## config.mk

```make
export PLATFORM = sky130hd
export DESIGN_NAME = counter_request_arbiter_flat
export DESIGN_NICKNAME = d
export VERILOG_FILES = /design/src/rtl/counter_request_arbiter_pkg.sv /design/src/rtl/counter_request_arbiter_if.sv /design/src/rtl/counter_request_arbiter_sync.sv /design/src/rtl/counter_request_arbiter.sv /design/src/flat_wrapper.sv
export SDC_FILE = /design/constraint.sdc
export NUM_CORES = 1
export LEC_CHECK = 0
export CORE_ASPECT_RATIO = 1.4
export CORE_MARGIN = 1
export CORE_UTILIZATION = 60
export CTS_CLUSTER_SIZE = 16
export DETAILED_ROUTE_END_ITERATION = 8
export GPL_ROUTABILITY_DRIVEN = 0
export GPL_TIMING_DRIVEN = 0
export PLACE_DENSITY = 0.85
export SLEW_MARGIN = 5
export SYNTH_ARGS = -nofsm -noshare
export SYNTH_HDL_FRONTEND = slang
export SYNTH_SLANG_ARGS = --single-unit
export TNS_END_PERCENT = 5
```

## constraint.sdc

```tcl
create_clock -name CLOCK -period 3.75 [get_ports CLOCK]
set_input_delay 0.375 -clock CLOCK [delete_from_list [all_inputs] [get_ports CLOCK]]
set_output_delay 0.375 -clock CLOCK [all_outputs]
set_load 0.02 [all_outputs]
```

## src/rtl/counter_request_arbiter_pkg.sv

```systemverilog
// Shared counter-request definitions: direction codes, channel limit,
// offer FSM states and an elaboration-time log2 helper.
package agc_cntr_pkg;

  localparam logic DIR_PINC = 1'b0;
  localparam logic DIR_MINC = 1'b1;
  localparam int   NCH_MAX  = 32;

  typedef enum logic {
    OFF_IDLE = 1'b0,
    OFF_HOLD = 1'b1
  } offer_state_e;

  function automatic int clog2(input int v);
    int r;
    r = 0;
    for (int i = 0; i < NCH_MAX; i++)
      if ((64'd1 << r) < 64'(v)) r++;
    return r;
  endfunction

endpackage

```

## src/rtl/counter_request_arbiter_if.sv

```systemverilog
// Request handshake between the arbiter (master) and the
// counter-cell service sequencer (slave).
interface counter_request_arbiter_if #(
  parameter int NCH = 8
);
  import agc_cntr_pkg::*;

  localparam int CHW = clog2(NCH);

  logic           req_valid;
  logic [CHW-1:0] req_ch;
  logic           req_dir;
  logic           req_ack;

  modport master (
    output req_valid,
    output req_ch,
    output req_dir,
    input  req_ack
  );

  modport slave (
    input  req_valid,
    input  req_ch,
    input  req_dir,
    output req_ack
  );

endinterface

```

## src/rtl/counter_request_arbiter_sync.sv

```systemverilog
// pulse_sync_edge: multi-flop synchroniser, history flop and
// single-cycle rising-edge strobe for one asynchronous pulse line.
module pulse_sync_edge #(
  parameter int SYNC_STAGES = 2
) (
  input  logic CLOCK,
  input  logic rst_,
  input  logic din,
  output logic rise
);

  logic [SYNC_STAGES-1:0] sync_q;
  logic                   hist_q;

  always_ff @(posedge CLOCK or negedge rst_) begin
    if (!rst_) begin
      sync_q <= '0;
      hist_q <= 1'b0;
    end else begin
      sync_q <= {sync_q[SYNC_STAGES-2:0], din};
      hist_q <= sync_q[SYNC_STAGES-1];
    end
  end

  assign rise = sync_q[SYNC_STAGES-1] & ~hist_q;

endmodule

```

## src/rtl/counter_request_arbiter.sv

```systemverilog
// Counter request arbiter: pulse sync, pending/lost tracking, offer.
// Define CRA_ROUND_ROBIN_EN for rotating channel priority.
module counter_request_arbiter
  import agc_cntr_pkg::*;
#(
  parameter int NCH         = 8,
  parameter int SYNC_STAGES = 2
) (
  input  logic                      CLOCK,
  input  logic                      rst_,
  input  logic [NCH-1:0]            pls_p,
  input  logic [NCH-1:0]            pls_m,
  input  logic [NCH-1:0]            chan_en,
  counter_request_arbiter_if.master rq,
  output logic [NCH-1:0]            lost,
  input  logic [NCH-1:0]            lost_clr,
  output logic                      busy
);

  localparam int CHW = clog2(NCH);
  localparam logic [NCH-1:0] ONE = NCH'(1);

  logic [NCH-1:0] rise_p, rise_m;
  logic [SYNC_STAGES:0] arm_q;
  logic armed;

  logic [NCH-1:0] pend_p_q, pend_m_q;
  logic [NCH-1:0] pend_p_d, pend_m_d;
  logic [NCH-1:0] lost_q, lost_d;
  logic [NCH-1:0] stb_p, stb_m, pair;
  logic [NCH-1:0] set_p, set_m;
  logic [NCH-1:0] ch_oh, off_p, off_m;
  logic [NCH-1:0] ack_p, ack_m;
  logic [NCH-1:0] cancel, drop_p, drop_m;
  logic [NCH-1:0] elig_p, elig_m;
  logic [NCH-1:0] evt_lost;

  offer_state_e   st_q, st_d;
  logic [CHW-1:0] ch_q, ch_d;
  logic           dir_q, dir_d;
  logic           ack_fire;
  logic           busy_q, busy_d;

  logic           sel_vld;
  logic [CHW-1:0] sel_ch;
  logic           sel_dir;

  for (genvar i = 0; i < NCH; i++) begin : g_ch
    pulse_sync_edge #(
      .SYNC_STAGES(SYNC_STAGES)
    ) u_sp (
      .CLOCK(CLOCK),
      .rst_ (rst_),
      .din  (pls_p[i]),
      .rise (rise_p[i])
    );
    pulse_sync_edge #(
      .SYNC_STAGES(SYNC_STAGES)
    ) u_sm (
      .CLOCK(CLOCK),
      .rst_ (rst_),
      .din  (pls_m[i]),
      .rise (rise_m[i])
    );
  end

  // Strobes stay masked until the history flop holds a post-reset sample,
  // so a line already high at reset release is not counted.
  always_ff @(posedge CLOCK or negedge rst_) begin
    if (!rst_) arm_q <= '0;
    else       arm_q <= {arm_q[SYNC_STAGES-1:0], 1'b1};
  end

  assign armed = arm_q[SYNC_STAGES];

  assign stb_p = rise_p & chan_en & {NCH{armed}};
  assign stb_m = rise_m & chan_en & {NCH{armed}};

  assign ack_fire = (st_q == OFF_HOLD) & rq.req_ack;

  assign ch_oh = ONE << ch_q;
  assign off_p = ch_oh & {NCH{(st_q == OFF_HOLD) && (dir_q == DIR_PINC)}};
  assign off_m = ch_oh & {NCH{(st_q == OFF_HOLD) && (dir_q == DIR_MINC)}};
  assign ack_p = off_p & {NCH{rq.req_ack}};
  assign ack_m = off_m & {NCH{rq.req_ack}};

  assign pair  = stb_p & stb_m & ~pend_p_q & ~pend_m_q;
  assign set_p = stb_p & ~pair;
  assign set_m = stb_m & ~pair;

  assign cancel = pend_p_q & pend_m_q & ~off_p & ~off_m;
  assign drop_p = cancel | (~chan_en & ~off_p);
  assign drop_m = cancel | (~chan_en & ~off_m);

  assign pend_p_d = ((pend_p_q & ~ack_p) | set_p) & ~drop_p;
  assign pend_m_d = ((pend_m_q & ~ack_m) | set_m) & ~drop_m;

  assign evt_lost = (set_p & pend_p_q & ~ack_p)
                  | (set_m & pend_m_q & ~ack_m);
  assign lost_d   = (lost_q & ~lost_clr) | evt_lost;

  assign elig_p = pend_p_q & ~drop_p;
  assign elig_m = pend_m_q & ~drop_m;

`ifdef CRA_ROUND_ROBIN_EN
  logic [CHW-1:0] ptr_q;
  int             rr_idx;

  always_ff @(posedge CLOCK or negedge rst_) begin
    if (!rst_)         ptr_q <= CHW'(NCH - 1);
    else if (ack_fire) ptr_q <= ch_q;
  end

  always_comb begin
    sel_vld = 1'b0;
    sel_ch  = '0;
    sel_dir = DIR_PINC;
    rr_idx  = 0;
    for (int k = NCH; k >= 1; k--) begin
      rr_idx = (int'(ptr_q) + k) % NCH;
      if (elig_p[rr_idx] | elig_m[rr_idx]) begin
        sel_vld = 1'b1;
        sel_ch  = CHW'(rr_idx);
        sel_dir = elig_p[rr_idx] ? DIR_PINC : DIR_MINC;
      end
    end
  end
`else
  always_comb begin
    sel_vld = 1'b0;
    sel_ch  = '0;
    sel_dir = DIR_PINC;
    for (int i = NCH - 1; i >= 0; i--) begin
      if (elig_p[i] | elig_m[i]) begin
        sel_vld = 1'b1;
        sel_ch  = CHW'(i);
        sel_dir = elig_p[i] ? DIR_PINC : DIR_MINC;
      end
    end
  end
`endif

  always_comb begin
    st_d  = st_q;
    ch_d  = ch_q;
    dir_d = dir_q;
    unique case (1'b1)
      (st_q == OFF_IDLE) && sel_vld: begin
        st_d  = OFF_HOLD;
        ch_d  = sel_ch;
        dir_d = sel_dir;
      end
      ack_fire: st_d = OFF_IDLE;
      default: ;
    endcase
  end

  assign busy_d = (|pend_p_d) | (|pend_m_d) | (st_d == OFF_HOLD);

  always_ff @(posedge CLOCK or negedge rst_) begin
    if (!rst_) begin
      st_q     <= OFF_IDLE;
      ch_q     <= '0;
      dir_q    <= DIR_PINC;
      pend_p_q <= '0;
      pend_m_q <= '0;
      lost_q   <= '0;
      busy_q   <= 1'b0;
    end else begin
      st_q     <= st_d;
      ch_q     <= ch_d;
      dir_q    <= dir_d;
      pend_p_q <= pend_p_d;
      pend_m_q <= pend_m_d;
      lost_q   <= lost_d;
      busy_q   <= busy_d;
    end
  end

  assign rq.req_valid = (st_q == OFF_HOLD);
  assign rq.req_ch    = ch_q;
  assign rq.req_dir   = dir_q;
  assign lost         = lost_q;
  assign busy         = busy_q;

endmodule
```

## src/flat_wrapper.sv

```systemverilog
// flat-port wrapper written by rule: the top's interface ports become plain ports
module counter_request_arbiter_flat import agc_cntr_pkg::*;
#(
  parameter int NCH         = 8,
  parameter int SYNC_STAGES = 2
)
  (CLOCK, rst_, pls_p, pls_m, chan_en, lost, lost_clr, busy, rq_req_valid, rq_req_ch, rq_req_dir, rq_req_ack);
  counter_request_arbiter_if #(.NCH(NCH)) rq_i ();
  input  logic CLOCK;
  input  logic rst_;
  input  logic [NCH-1:0] pls_p;
  input  logic [NCH-1:0] pls_m;
  input  logic [NCH-1:0] chan_en;
  output logic [NCH-1:0] lost;
  input  logic [NCH-1:0] lost_clr;
  output logic busy;
  output wire logic [$bits(rq_i.req_valid)-1:0] rq_req_valid;
  output wire logic [$bits(rq_i.req_ch)-1:0] rq_req_ch;
  output wire logic [$bits(rq_i.req_dir)-1:0] rq_req_dir;
  input wire logic [$bits(rq_i.req_ack)-1:0] rq_req_ack;
  assign rq_req_valid = rq_i.req_valid;
  assign rq_req_ch = rq_i.req_ch;
  assign rq_req_dir = rq_i.req_dir;
  assign rq_i.req_ack = rq_req_ack;
  counter_request_arbiter #(.NCH(NCH), .SYNC_STAGES(SYNC_STAGES)) u_core (.CLOCK(CLOCK), .rst_(rst_), .pls_p(pls_p), .pls_m(pls_m), .chan_en(chan_en), .rq(rq_i), .lost(lost), .lost_clr(lost_clr), .busy(busy));
endmodule
```

==> results.toml, run 1 <==
[logic_synthesis]
synthTopCellsByCount = "dfrtp_1 (81), a21oi_1 (27), inv_1 (22)"
ys.warnings.count = 0
avgSynthCellArea_sq_um = 10.80
yosys_most_used_dff = "dfrtp_1"
synthArstFlopShare = 1.000
synth-xor-area-share = 0
synth_top_area_share = 0.5197
ys_top_cells_by_area = "dfrtp_1 (52%), a21oi_1 (3.5%), nand4b_1 (2.9%)"
synthCells = 361
synth_fa_ha_area_frac = 0
yosys.area_share.simple = 0.2047
syn-num-nets = 396
muxShareOfSynthArea = 0.005454
synth_largest_area_cell = "dfrtp_1"
synth_top_family_by_area = "compound AO/OA/AOI/OAI gates"
synth_edf_count = 0
ys_ff_latch = 81
synth_cell_type_count = 66
ys_seq_area_frac = 0.5197
synth_compound_area_frac = 0.2172
syn-cell-area_sq_mm = 0.003900
synth.most_common_cell = "dfrtp_1"

[die]
die_h_um = 97.40
fp.dieW_um = 70.14
core_sq_mm = 0.006254
start_util = 0.6236
die-area_sq_mm = 0.006831
std_cell_rows = 34
io_pins = 49

[timing]
period_minus_slack_ns = 2.726
fmax_mhz = 366.9
rsz0062_at_grt = "no"
relSlewSlack = 0.5479
finClkSkew_ns = 0.01125
final.setup.worst_slack_ns = 1.024
final_max_slew_viol_count = 0
worst_pin_slew_ns = 0.6610
setup_tns_ns = 0
setup_viol = 0
fin_crit_sh = 0.7268
hold_viol = 0

[route]
drt-vias-per-instance = 6.439
dr.pass1.iters = 5
vias = 3213
first_iter_violations = 335
totalWireLength_um = 8775
wire_per_inst_um = 17.59
drc_errors = 0
drtAntennaViolNets = 0

[final_layout]
area_delta_synth_final_pct = 20.34
drive_gt1_frac = 0.1030
diodes = 0
nets = 457
fin_cells = 499

[place]
place_hpwl_um = 6260
dpl_worst_slack_ns = 0.8461
port-buffer-count = 48
dp.cells = 482

[pwr]
irDropWorstVdd_uv = 457.9
power_density_mw_per_mm2 = 521.7
leakage_nw = 1.955

[job]
cap_violations = 0

[grt]
grt_max_degree = 47
grt_use_total = 0.2725
grt_pass1_vias = 3119
grt_pass1_wl_um = 14650
gr-total-overflow = 0
antenna_found_initial = 0

[clocking]
clock-sinks = 81
cts_tree = "built"
clockBufferDepth = 2
ctsHtreeMaxLevel = 3
clk_latency_ns = 0.35
cts-root-buf = "clkbuf_8"
cts_buffers = 9
clk_pin_slew_ns = 0.09
cts_resized = 0

[worst_setup_path]
critPathRequiredTime_ns = 3.97
worst-setup-path-type = "flop to flop"
end_kind = "flop"
crit_arrival_ns = 2.94
critical_path.max_fanout = 10
start_kind = "flop"

[worst_hold_path]
min_path_type = "flop to flop"

[run_status]
status = "complete, no violations"
-- routing by layer --
metal | global-route usage | up-vias | share of wire
met5 | 0 | - | 0
met4 | 0.09692 | 0 | 0.024
met3 | 0.05187 | 26 | 0.049
met2 | 0.4482 | 116 | 0.50
met1 | 0.3603 | 1576 | 0.42
li1 | - | 1495 | -
-- repair_timing --
item,4_1_cts,5_1_grt
buffers inserted,0,0
endpoints found under the setup margin,0,0
hold buffers,1,0
endpoints found under the hold margin,31,0
-- final timing paths --
path,start,cells past startpoint,end,slack [ns]
max,u_core.rq.req_dir,9,u_core.busy,1.02
min,u_core.g_ch[0].u_sm.sync_q[0],0,u_core.g_ch[0].u_sm.sync_q[1],0.34
max reg2reg,u_core.rq.req_dir,9,u_core.busy,1.02
min reg2reg,u_core.g_ch[0].u_sm.sync_q[0],0,u_core.g_ch[0].u_sm.sync_q[1],0.34
max in group asynchronous,rst_,3,u_core.pend_p_q[2],2.64
min in group asynchronous,rst_,2,u_core.g_ch[5].u_sp.sync_q[1],0.52
-- flip-flops by register name, indices dropped and copies added, names as in the netlist --
register / count
u_core.pend_m_q: 8
u_core.rq.req_ch: 3
u_core.rq.req_dir: 1
u_core.pend_p_q: 8
u_core.g_ch.u_sm.sync_q: 16
u_core.rq.req_valid: 1
u_core.g_ch.u_sm.hist_q: 8
u_core.g_ch.u_sp.sync_q: 16
u_core.g_ch.u_sp.hist_q: 8
u_core.lost: 8
u_core.busy: 1
u_core.arm_q: 3
-- critical path, stage by stage (launching register included) --
cell and delay (ns):
dfrtp_1 0.38, buf_2 0.18, inv_1 0.22, buf_1 0.47, o21ai_0 0.20, a22oi_1 0.32, nand4_1 0.18, o21a_1 0.26
a21o_1 0.20, nand3b_1 0.17
-- power breakdown --
part	switching [mW]	internal, mW
registers	0.0491	0.942
clock network	0.316	0.310
logic	0.486	0.345
total	0.851	1.60
-- kinds of logic (layout without fill, tap and decap cells) --
kind of cell / count (synthesis) / count (layout)
buf+inv: 40 / 106
simple gates: 116 / 116
other cells: 1 / 1
mux: 2 / 2
compound gates: 121 / 121
flops: 81 / 81
-- layout by cell type (no fill, tap or decap), drive strengths merged, types with 9 or more instances in the layout --
cell and count:
clkbuf 13, o22ai 14, nand4b 14, inv 23
nor3 10, nor2 21, nand2b 15, a22oi 9
o21ai 19, nand2 13, a21oi 27, clkdlybuf4s50 47
dfrtp 81, buf 17
-- metrics by stage --
| step | utilization | area, sq um | hold slack (ns) | power [mW] |
|---|---|---|---|---|
| after global placement | 0.7149 | 4471 | 0.3328 | 1.799 |
| final | 0.7505 | 4693 | 0.3430 | 2.448 |
| after detailed placement | 0.7177 | 4488 | 0.3347 | 1.822 |
| after floorplan | - | 3900 | 0.07941 | 1.545 |
| after global routing | 0.7505 | 4693 | 0.3528 | 2.556 |
| after CTS | 0.7505 | 4693 | 0.3474 | 2.449 |
-- area by class of cell --
| cell class | instances | area (sq um) |
|---|---|---|
| flip-flops and latches | 81 | 2027 |
| multi-input cells | 240 | 1670 |
| fillers | 458 | 1560 |
| repair buffers | 50 | 508.0 |
| clock buffers | 10 | 127.6 |
| plain buffers | 18 | 120.1 |
| well taps | 72 | 90.09 |
| inverters | 22 | 82.58 |
| clock inverters | 6 | 67.56 |
Note: power is estimated with default switching activity, not from simulation.
==> inputs of run 2 (changes only) <==
--- a/config.mk
+++ b/config.mk
@@ -7,12 +7,12 @@
 export LEC_CHECK = 0
 export CORE_ASPECT_RATIO = 1.4
 export CORE_MARGIN = 1
-export CORE_UTILIZATION = 60
+export CORE_UTILIZATION = 50
 export CTS_CLUSTER_SIZE = 16
 export DETAILED_ROUTE_END_ITERATION = 8
 export GPL_ROUTABILITY_DRIVEN = 0
 export GPL_TIMING_DRIVEN = 0
-export PLACE_DENSITY = 0.85
+export PLACE_DENSITY = 0.76
 export SLEW_MARGIN = 5
 export SYNTH_ARGS = -nofsm -noshare
 export SYNTH_HDL_FRONTEND = slang
==> constraint.sdc (replaced) <==
create_clock -name CLOCK -period 2.4 [get_ports CLOCK]
set_input_delay 0.24 -clock CLOCK [delete_from_list [all_inputs] [get_ports CLOCK]]
set_output_delay 0.24 -clock CLOCK [all_outputs]
set_load 0.02 [all_outputs]
==> results.toml, run 2 (synthesis results as in run 1) <==
[final_layout]
area_delta_synth_final_pct = 27.72
final_cell_mix = "dfrtp_1 (80), clkdlybuf4s50_1 (47), a21oi_1 (26)"
top_regs = "u_core.g_ch.u_sm.sync_q: 16 flops, u_core.g_ch.u_sp.sync_q: 16 flops"
area.sequential_sq_mm = 0.002028
drive_gt1_frac = 0.1878
fin_cells = 539
utilization = 0.6683
nets = 472
diodes = 0
stdcell_area_sq_mm = 0.004981
multiInputGateArea_sq_mm = 0.001797
fill_cells = 611
final_common_cell = "dfrtp_1"

[worst_setup_path]
worst-setup-path-type = "flop to flop"
end_kind = "flop"
start_kind = "flop"
critPathRequiredTime_ns = 2.63
critical_path.max_fanout = 9
crit_arrival_ns = 2.59

[route]
drtAntennaViolNets = 0
drt-vias-per-instance = 6.195
wire_per_inst_um = 18.01
drc_errors = 0
first_iter_violations = 274
dr.pass1.iters = 5
totalWireLength_um = 9710
vias = 3339

[place]
dp.cells = 507
port-buffer-count = 48
place_area_sq_mm = 0.004527
dpl_worst_slack_ns = -0.4530
place_hpwl_um = 6569

[grt]
gr-total-overflow = 0
grt_max_degree = 55
grt_pass1_vias = 3246
antenna_found_initial = 0
grt_use_total = 0.2406
grt_pass1_wl_um = 15080

[clocking]
cts_buffers = 9
cts-root-buf = "clkbuf_8"
cts_tree = "built"
clk_latency_ns = 0.36
ctsHtreeMaxLevel = 3
clockBufferDepth = 2
clock-sinks = 81
clk_pin_slew_ns = 0.08

[timing]
fin_crit_sh = 0.9818
setup_viol = 0
relSlewSlack = 0.5613
worst_pin_slew_ns = 0.6415
hold_viol = 0
fmax_mhz = 424.4
final_max_slew_viol_count = 0
final.setup.worst_slack_ns = 0.04377
finClkSkew_ns = 0.006330
period_minus_slack_ns = 2.356

[die]
std_cell_rows = 37
die-area_sq_mm = 0.008162
io_pins = 49
die_h_um = 106.5
fp.dieW_um = 76.64
start_util = 0.5232
core_sq_mm = 0.007453

[pwr]
finalPower_mw = 3.977
sw_frac_of_total = 0.3567
p_sw_mw = 1.419
comb_power_share = 0.386
leakage_nw = 2.043
irDropWorstVdd_uv = 561.4
seqPwrFrac = 0.393
power_density_mw_per_mm2 = 798.4
p_clk_frac = 0.221
intPower_mw = 2.558

[job]
cap_violations = 0

[run_status]
status = "complete, no violations"

[worst_hold_path]
min_path_type = "input port to flop"
## run 2: changes by cell type in the layout (fill, tap and decap cells not counted), sizes merged
cell | before | now
inv | 23 | 21
buf | 17 | 30
clkinv | 2 | 4
bufinv | 1 | 0
clkbuf | 13 | 16
## run 2: layer usage
layer  track usage  vias up  routed length (um)
met3       0.04893       23                 423
met2        0.4041      126                4991
met5             0        -                   0
met1        0.2914     1668                4032
li1              -     1522                   -
met4        0.1250        0                 263
## run 2: repair_timing
item | 4_1_cts | 5_1_grt
cloned | 0 | 1
endpoints found under the hold margin | 27 | 0
gates resized for setup | 10 | 29
hold buffers | 1 | 0
pin swaps | 3 | 14
endpoints found under the setup margin | 4 | 1
buffers inserted | 2 | 12
## run 2: worst paths after layout
check / from / to / slack, ns / cells past startpoint
worst max-delay path: u_core.rq.req_dir / u_core.busy / 0.04 / 8
worst min-delay path: pls_p[1] / u_core.g_ch[1].u_sp.sync_q[0] / 0.31 / 1
worst max register to register: u_core.rq.req_dir / u_core.busy / 0.04 / 8
worst min register to register: u_core.g_ch[7].u_sp.sync_q[0] / u_core.g_ch[7].u_sp.sync_q[1] / 0.35 / 0
max in group asynchronous: rst_ / u_core.g_ch[3].u_sp.sync_q[1] / 1.49 / 3
min in group asynchronous: rst_ / u_core.lost[4] / 0.34 / 2
## run 2: area by class of cell
| type | count | share of cell area |
|---|---|---|
| Buffer | 18 | 0.03014 |
| Clock buffer | 11 | 0.02838 |
| Clock inverter | 5 | 0.006280 |
| Inverter | 22 | 0.01733 |
| Multi-Input combinational cell | 240 | 0.3607 |
| Sequential cell | 81 | 0.4072 |
| Tap cell | 97 | 0.02437 |
| Timing Repair Buffer | 65 | 0.1256 |
## run 2: power by group through the flow
stage                     clock, mW  sequential, mW  combinational (mW)
after floorplan                   0            1.63               0.789
after global placement            0            1.57                1.25
after detailed placement          0            1.58                1.27
after CTS                     0.904            1.55                1.31
after global routing          0.965            1.58                1.62
final                         0.880            1.56                1.53
## run 2: critical path, stage by stage (launching register included)
cell and delay (ns):
dfrtp_1 0.39, buf_6 0.15, nand4bb_4 0.26, o31ai_2 0.26, a222oi_1 0.16, or4_4 0.54, nor3_2 0.15, and4bb_1 0.21
nand3b_1 0.09
## run 2: metrics by stage
step / TNS, ns / hold WS, ns
floorplan: 0 / -0.05559
global placement: -127.91 / 0.3320
detailed placement: -0.5939 / 0.1908
CTS: 0 / 0.3019
global route: -0.05311 / 0.2940
finish: 0 / 0.3147
